### config.mk
export PLATFORM = sky130hd
export DESIGN_NAME = alu_issue_unit
export DESIGN_NICKNAME = d
export VERILOG_FILES = /design/src/rtl/alu_issue_unit.sv
export SDC_FILE = /design/constraint.sdc
export NUM_CORES = 1
export LEC_CHECK = 0
export CELL_PAD_IN_SITES_DETAIL_PLACEMENT = 0
export CELL_PAD_IN_SITES_GLOBAL_PLACEMENT = 1
export CORE_MARGIN = 2
export CORE_UTILIZATION = 31
export DETAILED_ROUTE_END_ITERATION = 8
export HOLD_SLACK_MARGIN = 0.12
export PLACE_DENSITY = 0.95
export REMOVE_ABC_BUFFERS = 1
export SLEW_MARGIN = 20
export SYNTH_ARGS = -nofsm -noshare
export SYNTH_HDL_FRONTEND = slang
export SYNTH_SLANG_ARGS = --single-unit
### constraint.sdc
create_clock -name clk -period 7.2 [get_ports clk]
set_input_delay 2.16 -clock clk [delete_from_list [all_inputs] [get_ports clk]]
set_output_delay 2.16 -clock clk [all_outputs]
set_load 0.1 [all_outputs]
### src/rtl/alu_issue_unit.sv
// alu_issue_unit
//   Sequencing front-end for the single-cycle ALU. Accepts a decoded
//   instruction slice over a valid/ready handshake, registers the ALU
//   operands and op, captures the ALU result one cycle later, resolves
//   the branch condition and returns the response over a second
//   valid/ready handshake. One request is in flight at a time.
//
//   Ports:
//     clk, reset            clock, asynchronous active-high reset
//     in_valid / in_ready   request handshake
//     opcode, funct3,       instruction fields (funct7_5 = bit 30)
//     funct7_5
//     rs1_val, rs2_val, imm source operands and sign-extended immediate
//     value1, value2,       registered ALU operands and op (to the ALU)
//     alu_op
//     finalValue, zero      ALU result and zero flag (from the ALU)
//     out_valid / out_ready response handshake
//     result, branch_taken, response payload
//     illegal
//
//   Build option: define ALU_ISSUE_BRANCH_EN to include branch decode and
//   branch_taken evaluation. Without it, branch opcodes decode as illegal
//   and branch_taken stays 0.

module alu_issue_unit (
   input  logic        clk,
   input  logic        reset,
   input  logic        in_valid,
   output logic        in_ready,
   input  logic [6:0]  opcode,
   input  logic [2:0]  funct3,
   input  logic        funct7_5,
   input  logic [31:0] rs1_val,
   input  logic [31:0] rs2_val,
   input  logic [31:0] imm,
   output logic [31:0] value1,
   output logic [31:0] value2,
   output logic [3:0]  alu_op,
   input  logic [31:0] finalValue,
   input  logic        zero,
   output logic        out_valid,
   input  logic        out_ready,
   output logic [31:0] result,
   output logic        branch_taken,
   output logic        illegal
);

   localparam logic [3:0] OP_ADD  = 4'b0000;
   localparam logic [3:0] OP_SUB  = 4'b0001;
   localparam logic [3:0] OP_AND  = 4'b0010;
   localparam logic [3:0] OP_OR   = 4'b0011;
   localparam logic [3:0] OP_XOR  = 4'b0100;
   localparam logic [3:0] OP_SLL  = 4'b0101;
   localparam logic [3:0] OP_SRL  = 4'b0110;
   localparam logic [3:0] OP_SRA  = 4'b0111;
   localparam logic [3:0] OP_SLT  = 4'b1000;
   localparam logic [3:0] OP_SLTU = 4'b1001;

   typedef enum logic [1:0] {IDLE, EXEC, RESP} state_t;

   // Branch condition kinds; LT/GE cover both signed and unsigned since
   // the ALU op (SLT vs SLTU) already selects the comparison flavour.
   typedef enum logic [2:0] {BR_NONE, BR_EQ, BR_NE, BR_LT, BR_GE} br_t;

   state_t      state_reg;
   br_t         br_reg;
   logic        pend_illegal_reg;

   logic [31:0] dec_v1;
   logic [31:0] dec_v2;
   logic [3:0]  dec_op;
   br_t         dec_br;
   logic        dec_illegal;
   logic        take_next;

   // Shared R/I arithmetic mapping; sub_ok distinguishes R-type (bit 30
   // selects SUB) from I-type (funct3 000 is always ADD).
   function automatic logic [3:0] arith_op(input logic [2:0] f3,
                                           input logic f7,
                                           input logic sub_ok);
      case (f3)
         3'b000:  arith_op = (sub_ok && f7) ? OP_SUB : OP_ADD;
         3'b001:  arith_op = OP_SLL;
         3'b010:  arith_op = OP_SLT;
         3'b011:  arith_op = OP_SLTU;
         3'b100:  arith_op = OP_XOR;
         3'b101:  arith_op = f7 ? OP_SRA : OP_SRL;
         3'b110:  arith_op = OP_OR;
         default: arith_op = OP_AND;
      endcase
   endfunction

   always_comb begin
      dec_v1      = '0;
      dec_v2      = '0;
      dec_op      = OP_ADD;
      dec_br      = BR_NONE;
      dec_illegal = 1'b0;
      case (opcode)
         7'b0110011: begin
            dec_v1 = rs1_val;
            dec_v2 = rs2_val;
            dec_op = arith_op(funct3, funct7_5, 1'b1);
         end
         7'b0010011: begin
            dec_v1 = rs1_val;
            dec_v2 = imm;
            dec_op = arith_op(funct3, funct7_5, 1'b0);
         end
         7'b0000011, 7'b0100011: begin
            dec_v1 = rs1_val;
            dec_v2 = imm;
         end
`ifdef ALU_ISSUE_BRANCH_EN
         7'b1100011: begin
            case (funct3)
               3'b000:  begin dec_op = OP_SUB;  dec_br = BR_EQ; end
               3'b001:  begin dec_op = OP_SUB;  dec_br = BR_NE; end
               3'b100:  begin dec_op = OP_SLT;  dec_br = BR_LT; end
               3'b101:  begin dec_op = OP_SLT;  dec_br = BR_GE; end
               3'b110:  begin dec_op = OP_SLTU; dec_br = BR_LT; end
               3'b111:  begin dec_op = OP_SLTU; dec_br = BR_GE; end
               default: dec_illegal = 1'b1;
            endcase
            // Operands are only forwarded for decodable branches so an
            // illegal funct3 presents zeros to the ALU.
            if (!dec_illegal) begin
               dec_v1 = rs1_val;
               dec_v2 = rs2_val;
            end
         end
`endif
         default: dec_illegal = 1'b1;
      endcase
   end

   // Branch resolution from the ALU outputs during EXEC.
   always_comb begin
      case (br_reg)
         BR_EQ:   take_next = zero;
         BR_NE:   take_next = ~zero;
         BR_LT:   take_next = finalValue[0];
         BR_GE:   take_next = ~finalValue[0];
         default: take_next = 1'b0;
      endcase
   end

   always_ff @(posedge clk or posedge reset) begin
      if (reset) begin
         state_reg        <= IDLE;
         br_reg           <= BR_NONE;
         pend_illegal_reg <= 1'b0;
         in_ready         <= 1'b1;
         out_valid        <= 1'b0;
         value1           <= '0;
         value2           <= '0;
         alu_op           <= OP_ADD;
         result           <= '0;
         branch_taken     <= 1'b0;
         illegal          <= 1'b0;
      end else begin
         case (state_reg)
            IDLE: begin
               if (in_valid) begin
                  value1           <= dec_v1;
                  value2           <= dec_v2;
                  alu_op           <= dec_op;
                  br_reg           <= dec_br;
                  pend_illegal_reg <= dec_illegal;
                  in_ready         <= 1'b0;
                  state_reg        <= EXEC;
               end
            end
            EXEC: begin
               result       <= pend_illegal_reg ? 32'h0 : finalValue;
               branch_taken <= pend_illegal_reg ? 1'b0 : take_next;
               illegal      <= pend_illegal_reg;
               out_valid    <= 1'b1;
               state_reg    <= RESP;
            end
            RESP: begin
               if (out_ready) begin
                  out_valid <= 1'b0;
                  in_ready  <= 1'b1;
                  state_reg <= IDLE;
               end
            end
            default: begin
               in_ready  <= 1'b1;
               out_valid <= 1'b0;
               state_reg <= IDLE;
            end
         endcase
      end
   end

endmodule

Word level (Yosys, flattened, before mapping)
Cells that the tools add are included.
W data, S select, Z words.

word-level totals
  RAM bits = 0
  memories = 0
  bits of input ports = 144
  register bits after elaboration = 106
  bits in latches = 0
  ROM bits = 0
  logic and storage cells = 50

operators by class
  $lt $le $gt $ge = 0
  div/mod/pow operators = 0
  $add $sub $neg = 0
  shift operators = 0
  equality and inequality tests = 14
  multipliers = 0
  reductions and logical operators = 8
  multiplexer cells = 17
  bitwise logic cells = 2

operators by type and width
  cell                  count
  $mux W32              2
  $pmux W32 S2          1
  $pmux W4 S7           2
  $eq A7 B6 Y1 const B  2
  $eq A3 B3 Y1 const B  3
  $pmux W4 S2           1
  $eq A7 B2 Y1 const B  1
  $eq A7 B5 Y1 const B  1
  $eq A3 B2 Y1 const B  2
  $mux W1               6
  $pmux W1 S3           2
  $pmux W2 S3           1
  $reduce_and A2 Y1     3
  $mux W2               2
  $ne A2 B2 Y1 const B  2
  $reduce_or A4 Y1      1
  $eq A3 B1 Y1 const B  1
  $logic_not A3 Y1      1
  $reduce_and A3 Y1     1
  $reduce_or A3 Y1      1
  $eq A2 B1 Y1 const B  1
  $eq A2 B2 Y1 const B  1
  $logic_not A2 Y1      1
  $not A1 Y1            2

Depth between registers and ports, before layout
Gate-level depths: netlist (run 1).

  word-level depth = 3
  depth in mapped cells = 7

Least setup slack after synthesis (run 1)
No wires, ideal clock.

  kind = input-to-reg
  from = input port opcode[3]
  to = register value2[10]
  library setup time = 0.092 ns
  arrival = 3.140 ns
  path slack = 3.968 ns
  data required time = 7.108 ns
  stages = 4
  cell sequence = or4_4 buf_6 buf_6 o31ai_2

between the ends
  cells in the longest elaborated chain, start to end = 3
  elaborated cells on any way between the ends = 6
  classes of those cells = 4 x eq/ne; 1 x mux; 1 x reduce/logical

RTL lines
  element                               line  source
  start: declaration                    30    input logic [6:0] opcode,
  $eq A7 B5 Y1 (tied with other cells)  99    case (opcode)
  $reduce_or A3 Y1 (no line)            --
  $pmux W32 S2 (*)                      99
  end signal: assignment                166   value2 <= dec_v2;
  end: declaration                      37    output logic [31:0] value2,

Every way passes the cells marked *; elsewhere a longest branch is shown, timed or not.
A chain may end at the register's enable or synchronous reset.

Final worst setup path (run 1)
  from = register in_ready
  to = output port in_ready

RTL lines
  element                   line  source
  start: declaration        29    output logic in_ready,
  start signal: assignment  153   in_ready <= 1'b1;
  start signal: assignment  170   in_ready <= 1'b0;
  start signal: assignment  184   in_ready <= 1'b1;

No word-level cell between the ends.

==> summary.txt, run 1 <==
Run status
  • Status: complete, no violations

Clock tree
  • Clock Path Buffers: 2
  • H-tree Lvls: 3
  • Total CTS buffers: 9
  • CTS tree: yes
  • Clock Sinks: 106
  • Hold-fix buffers, CTS: 0
  • CTS resizes: 0
  • Clock Latency Late Sink: 0.34 ns
  • Clk slew on worst S/H paths: 0.07 ns
  • Post-CTS Setup Bufs: 0
  • Root Buffer: clkbuf_16

STA
  • Hold Violations, Final: 0
  • Period utilization: 58.3%
  • Setup WS post-layout: 3.00 ns
  • RSZ-0062 raised after global routing: no
  • Skew final: 0.00285 ns
  • Max-slew headroom: 28.6%
  • Final Max Tran Viols: 0
  • Fin crit period: 4.20 ns
  • TNS Setup: 0 ns
  • Final hold slack: 0.469 ns
  • Worst-Margin Slew: 1.07 ns
  • Final setup vio count: 0
  • Fmax: 238 MHz

Pwr
  • Switching power total: 1.31 mW
  • Comb power frac: 50.4%
  • P per Cell Area: 346 nW/um^2
  • Final Total Pwr: 2.65 mW
  • Clock group share of total power: 19.9%
  • Cell Int Power: 1.34 mW
  • Worst vdd ir: 0.229 mV
  • Power share of the sequential group: 29.7%
  • Switching part of the total power: 49.3%
  • Leak pwr: 3.41 nW

Die
  • Core area: 15100 sq um
  • Initial Util: 31.6%
  • Total I/O pin count: 248
  • Die width: 128 um
  • Rows: 45
  • Die area: 16400 sq um
  • Die Ht: 128 um

Routing
  • Remaining DRCs: 0
  • 1st-iter DRT viols: 137
  • Wire per inst: 15.0 um
  • Vias: 4086
  • Pre-Repair DR Iteration Count: 4
  • Total routed wirelength: 13.3 mm
  • Post-route ant nets: 0
  • Via/cell ratio: 4.62

Worst setup path
  • WP data required: 5.04 ns
  • Reg2Reg Setup Slack: 5.05 ns
  • Crit path DAT: 2.04 ns
  • Setup crit end kind: output port
  • Critical path buffers and inverters: 1
  • Reg2reg end: value2[2]
  • Worst path depth: 1
  • Top delay family on crit path: buffers and inverters
  • Crit-path slowest cell: clkdlybuf4s50_1
  • Critical path launch point type: register
  • Reg-to-reg startpoint: state_reg[0]
  • Worst Setup EP: in_ready
  • Critical path peak fanout: 3
  • Critical Path Start: in_ready
  • FF-to-FF path depth: 5
  • Slowest Stage Delay on Critical Path: 1.14 ns
  • Crit path cell chain: clkdlybuf4s50_1
  • CP Class: reg2out

Synth
  • Synth Area in Simple Gates: 20.0%
  • Adder-Cell Fraction of Synth Area: 0%
  • Synth unique cells: 30
  • Post-synthesis async set-or-reset flop share: 100%
  • Post-Synth XOR/XNOR Area: 0%
  • Commonest cells post-synth: nand2_1 (139), dfrtp_1 (105), nand2b_1 (35)
  • Largest family of logic cells by synthesized area: simple AND/OR/NAND/NOR gates
  • Synth Warn #: 0
  • Cell taking the most area after synthesis: dfrtp_1
  • Most common flop cell mapped by yosys: dfrtp_1
  • Seq/Total Area, Yosys: 55.5%
  • Most common cell in the netlist: nand2_1
  • Top cell type's share of synthesized area: 55.0%
  • Synthesized area: 4780 sq um
  • Mapped Cells: 469
  • Seq cells post-synth: 106
  • Number of synthesized flops with an enable pin: 0
  • Largest cells by area after synthesis: dfrtp_1 (55%), nand2_1 (11%), o31ai_2 (7.9%)
  • Synth Area in Compound Gates: 13.2%
  • Post-synthesis mux area share: 6.94%
  • Synth Area per Inst: 10.2 sq um

Finish
  • Final net count: 836
  • Top Registers: result: 32 flops, value1: 32 flops, value2: 32 flops
  • Area delta synth->final: 59.7%
  • Non-filler cells, final: 885
  • Post-route cell area: 7640 sq um
  • FF/Latch Area: 2650 sq um
  • Area of the multi-input gates: 1940 sq um
  • Share of cells above drive strength 1: 8.32%
  • Final core utilization: 50.4%
  • Fillers: 1369
  • Antenna cells: 0

Placed design
  • DP Area: 7320 sq um
  • DP Worst Slack: 2.97 ns
  • Port Buf Inserts: 245
  • Final Wtd Congestion: 0.788
  • Final HPWL DP: 9.68 mm
  • Placed insts: 869

Global route
  • Largest net degree at the start of global routing: 67
  • Grt ovf: 0
  • First-pass GRT wire length: 21.2 mm
  • GRT Total Usage: 16.3%
  • Number of global-route vias before repair: 4143
  • Initial antenna violation count: 0

Run
  • Max cap viols: 0

Min path
  • Hold/Removal Path Class: reg2reg
[power by group through the flow]
stage / Sequential, mW / Clock (mW) / Combinational [mW]
4_1_cts: 0.788 / 0.545 / 1.34
2_1_floorplan: 1.51 / 0 / 0.251
3_5_place_dp: 0.800 / 0 / 1.34
3_3_place_gp: 0.790 / 0 / 1.33
6_report: 0.787 / 0.526 / 1.33
5_1_grt: 0.802 / 0.572 / 1.40
[worst min path at each step]
stage / startpoint / endpoint / slack (ns) / cells past startpoint
floorplan: state_reg[1] / state_reg[1] / 0.49 / 2
global placement: value1[16] / value1[16] / 0.45 / 2
detailed placement: value1[26] / value1[26] / 0.46 / 2
CTS: value1[26] / value1[26] / 0.48 / 2
global route: value1[2] / value1[2] / 0.49 / 2
finish: value1[17] / value1[17] / 0.47 / 2
[routing by layer]
metal / routed length, um / up-vias / global-route usage (%)
met4: 144 / 0 / 3.68
li1: - / 2013 / -
met1: 5600 / 1906 / 19.4
met2: 6520 / 158 / 28.0
met5: 0 / - / 0
met3: 1020 / 9 / 6.18
[cells by family (layout without fill, tap and decap cells)]
| family | count (synthesis) | in the layout |
|---|---|---|
| other cells | 1 | 1 |
| buf+inv | 39 | 267 |
| mux | 33 | 33 |
| simple gates | 214 | 214 |
| flops | 106 | 106 |
| compound gates | 76 | 76 |
[cell type report]
cell class / count / share of cell area, %
clock buffer: 10 / 3.00
clock inverter: 6 / 1.20
inverter: 3 / 0.180
multi-input combinational: 324 / 25.4
sequential: 106 / 34.7
tap: 188 / 3.08
timing repair buffer: 248 / 32.4
[cell usage in the layout, fill, tap and decap left out, types with 2 or more instances in the layout]
cell type,netlist,routed
dfrtp_1,105,105
o31ai_2,30,30
bufinv_16,0,2
nor2_1,3,3
mux2i_1,32,32
buf_4,2,3
o21ai_0,30,30
o31ai_1,3,3
clkbuf_16,0,9
clkdlybuf4s50_1,0,245
nand2_1,139,138
a21oi_1,2,2
clkinvlp_4,0,3
o21ai_1,7,7
nand2b_1,35,34
nand3_1,32,32
(Power assumes the default switching activity.)
==> inputs of run 2 (changes only) <==
--- a/config.mk
+++ b/config.mk
@@ -8,10 +8,10 @@
 export CELL_PAD_IN_SITES_DETAIL_PLACEMENT = 0
 export CELL_PAD_IN_SITES_GLOBAL_PLACEMENT = 1
 export CORE_MARGIN = 2
-export CORE_UTILIZATION = 31
+export CORE_UTILIZATION = 29
 export DETAILED_ROUTE_END_ITERATION = 8
 export HOLD_SLACK_MARGIN = 0.12
-export PLACE_DENSITY = 0.95
+export PLACE_DENSITY = 0.92
 export REMOVE_ABC_BUFFERS = 1
 export SLEW_MARGIN = 20
 export SYNTH_ARGS = -nofsm -noshare
==> constraint.sdc (replaced) <==
create_clock -name clk -period 3.98 [get_ports clk]
set_input_delay 1.194 -clock clk [delete_from_list [all_inputs] [get_ports clk]]
set_output_delay 1.194 -clock clk [all_outputs]
set_load 0.1 [all_outputs]
==> run 2 against run 1 <==
Via count is 0.76% lower. Total power is 81% higher. Core utilization is 2.5 points lower. Sequential power is 80% higher. Final cell count is 3.4% higher. Flip-flop and latch count stayed put. Routed wire length is 1.4% higher. First-iteration DRC count is 18% lower. Design area is 0.34% higher. Clock power is 78% higher. Worst hold slack worse by 0.0034 ns. Highest routed layer is now met5.
==> summary.txt, run 2 (synthesis gave the netlist of run 1 again) <==
Run status
  • Status: complete, no violations

Global route
  • Largest net degree at the start of global routing: 105 (+57%)
  • First-pass GRT wire length: 21.8 mm (+2.8%)
  • Initial antenna violation count: 1 (+1)
  • Number of global-route vias before repair: 4107 (-0.87%)
  • Grt ovf: 0 (unchanged)
  • GRT Total Usage: 15.6% (-0.66 points)

Die
  • Rows: 46 (+2.2%)
  • Total I/O pin count: 248 (unchanged)
  • Initial Util: 29.9% (-1.7 points)
  • Core area: 16000 sq um (+5.6%)
  • Die width: 132 um (+3.3%)
  • Die area: 17500 sq um (+6.7%)
  • Die Ht: 132 um (+3.3%)

Finish
  • Antenna cells: 0 (unchanged)
  • Share of cells above drive strength 1: 11.2% (+2.8 points)
  • Final net count: 838 (+0.24%)
  • Top Registers: result: 32 flops, value1: 32 flops, value2: 32 flops
  • Post-route cell area: 7660 sq um (+0.34%)
  • Commonest cells after routing, fill and taps aside: clkdlybuf4s50_1 (228), nand2_1 (138), dfrtp_1 (105), nand2b_1 (34)
  • Area delta synth->final: 60.3%
  • Commonest non-fill, non-tap cell in the layout: clkdlybuf4s50_1

Clock tree
  • Clock Latency Late Sink: 0.35 ns (about the same)
  • Clock Path Buffers: 2 (unchanged)
  • Hold-fix buffers, CTS: 0 (unchanged)
  • Post-CTS Setup Bufs: 0 (unchanged)
  • Total CTS buffers: 9 (unchanged)
  • CTS resizes: 0 (unchanged)
  • Clk slew on worst S/H paths: 0.08 ns (about the same)
  • CTS tree: yes
  • Root Buffer: clkbuf_16
  • H-tree Lvls: 3 (unchanged)
  • Clock Sinks: 106 (unchanged)

Routing
  • Wire per inst: 14.7 um (-1.9%)
  • Remaining DRCs: 0 (unchanged)
  • 1st-iter DRT viols: 112 (-18%)
  • Vias: 4055 (-0.76%)
  • Pre-Repair DR Iteration Count: 4 (unchanged)
  • Total routed wirelength: 13.5 mm (+1.4%)
  • Post-route ant nets: 0 (unchanged)
  • Via/cell ratio: 4.43 (-4.0%)

Min path
  • Hold/Removal Path Class: reg2reg

Worst setup path
  • CP Class: reg2out
  • Crit path cell chain: clkdlybuf4s50_1
  • WP data required: 2.79 ns (-2.25 ns)
  • Top delay family on crit path: buffers and inverters
  • Critical path launch point type: register
  • Slowest Stage Delay on Critical Path: 1.16 ns (+0.02 ns)
  • Crit-path slowest cell: clkdlybuf4s50_1
  • Setup crit end kind: output port
  • Critical path peak fanout: 2 (-1)
  • Critical path buffers and inverters: 1 (unchanged)
  • Crit path DAT: 1.89 ns (-0.15 ns)

Placed design
  • Final Wtd Congestion: 0.726 (-7.9%)
  • DP Area: 7350 sq um (+0.44%)
  • DP Worst Slack: 1.01 ns (-1.96 ns)
  • Final HPWL DP: 9.57 mm (-1.2%)
  • Port Buf Inserts: 245 (unchanged)

STA
  • Skew final: 0.00633 ns (+0.00348 ns)
  • Fin crit period: 3.09 ns
  • Max-slew headroom: 29.6% (+0.96 points)
  • Final setup vio count: 0 (unchanged)
  • Hold Violations, Final: 0 (unchanged)
  • Final hold slack: 0.466 ns (-0.00342 ns)
  • Period utilization: 77.6%
  • Final Max Tran Viols: 0 (unchanged)
  • Worst-Margin Slew: 1.06 ns (-0.0110 ns)
  • RSZ-0062 raised after global routing: no
  • Fmax: 324 MHz
  • Setup WS post-layout: 0.891 ns (-2.11 ns)

Pwr
  • P per Cell Area: 624 nW/um^2 (+80%)
  • Worst vdd ir: 0.492 mV (+110%)
  • Leak pwr: 3.47 nW (+1.7%)

Run
  • Max cap viols: 0 (unchanged)
[run 2: power breakdown]
group	switching [mW]	leakage [nW]	total, mW	internal (mW)
registers	0.143	1.44	1.42	1.27
logic	1.82	1.88	2.43	0.604
clock network	0.422	0.151	0.935	0.513
[run 2: worst paths after layout]
| check | startpoint | end | slack (ns) | depth (start not counted) |
|---|---|---|---|---|
| worst max-delay path | result[3] | result[3] | 0.89 | 1 |
| worst min-delay path | value1[24] | value1[24] | 0.47 | 2 |
| worst max register to register | state_reg[1] | illegal | 2.19 | 2 |
| worst min register to register | value1[24] | value1[24] | 0.47 | 2 |
| max in group asynchronous | reset | in_ready | 2.01 | 3 |
| min in group asynchronous | reset | value2[5] | 1.26 | 2 |
[run 2: final cells by class]
type                       instances  area (sq um)
clock inverter                     6          75.1
tap                              216           270
clock buffer                      10           239
timing repair buffer             250          2470
fill                            1582          8340
inverter                           3          13.8
sequential                       106          2650
multi-input combinational        324          1940
[run 2: layer usage]
layer | GRT usage (%) | routed length (um) | vias up
met5 | 0 | 14 | -
met4 | 5.02 | 255 | 2
met3 | 5.81 | 1040 | 22
met2 | 26.2 | 6600 | 148
met1 | 18.6 | 5560 | 1871
li1 | - | - | 2012
[run 2: through the flow]
stage                     cells  util, %  TNS [ns]  total power [mW]
after CTS                   915     47.9         0              4.84
after global placement      899     45.9         0              3.87
final                       915     47.9         0              4.78
after global routing        915     47.9         0              5.01
after floorplan             433        -    -20.94              3.18
after detailed placement    899     45.9         0              3.90
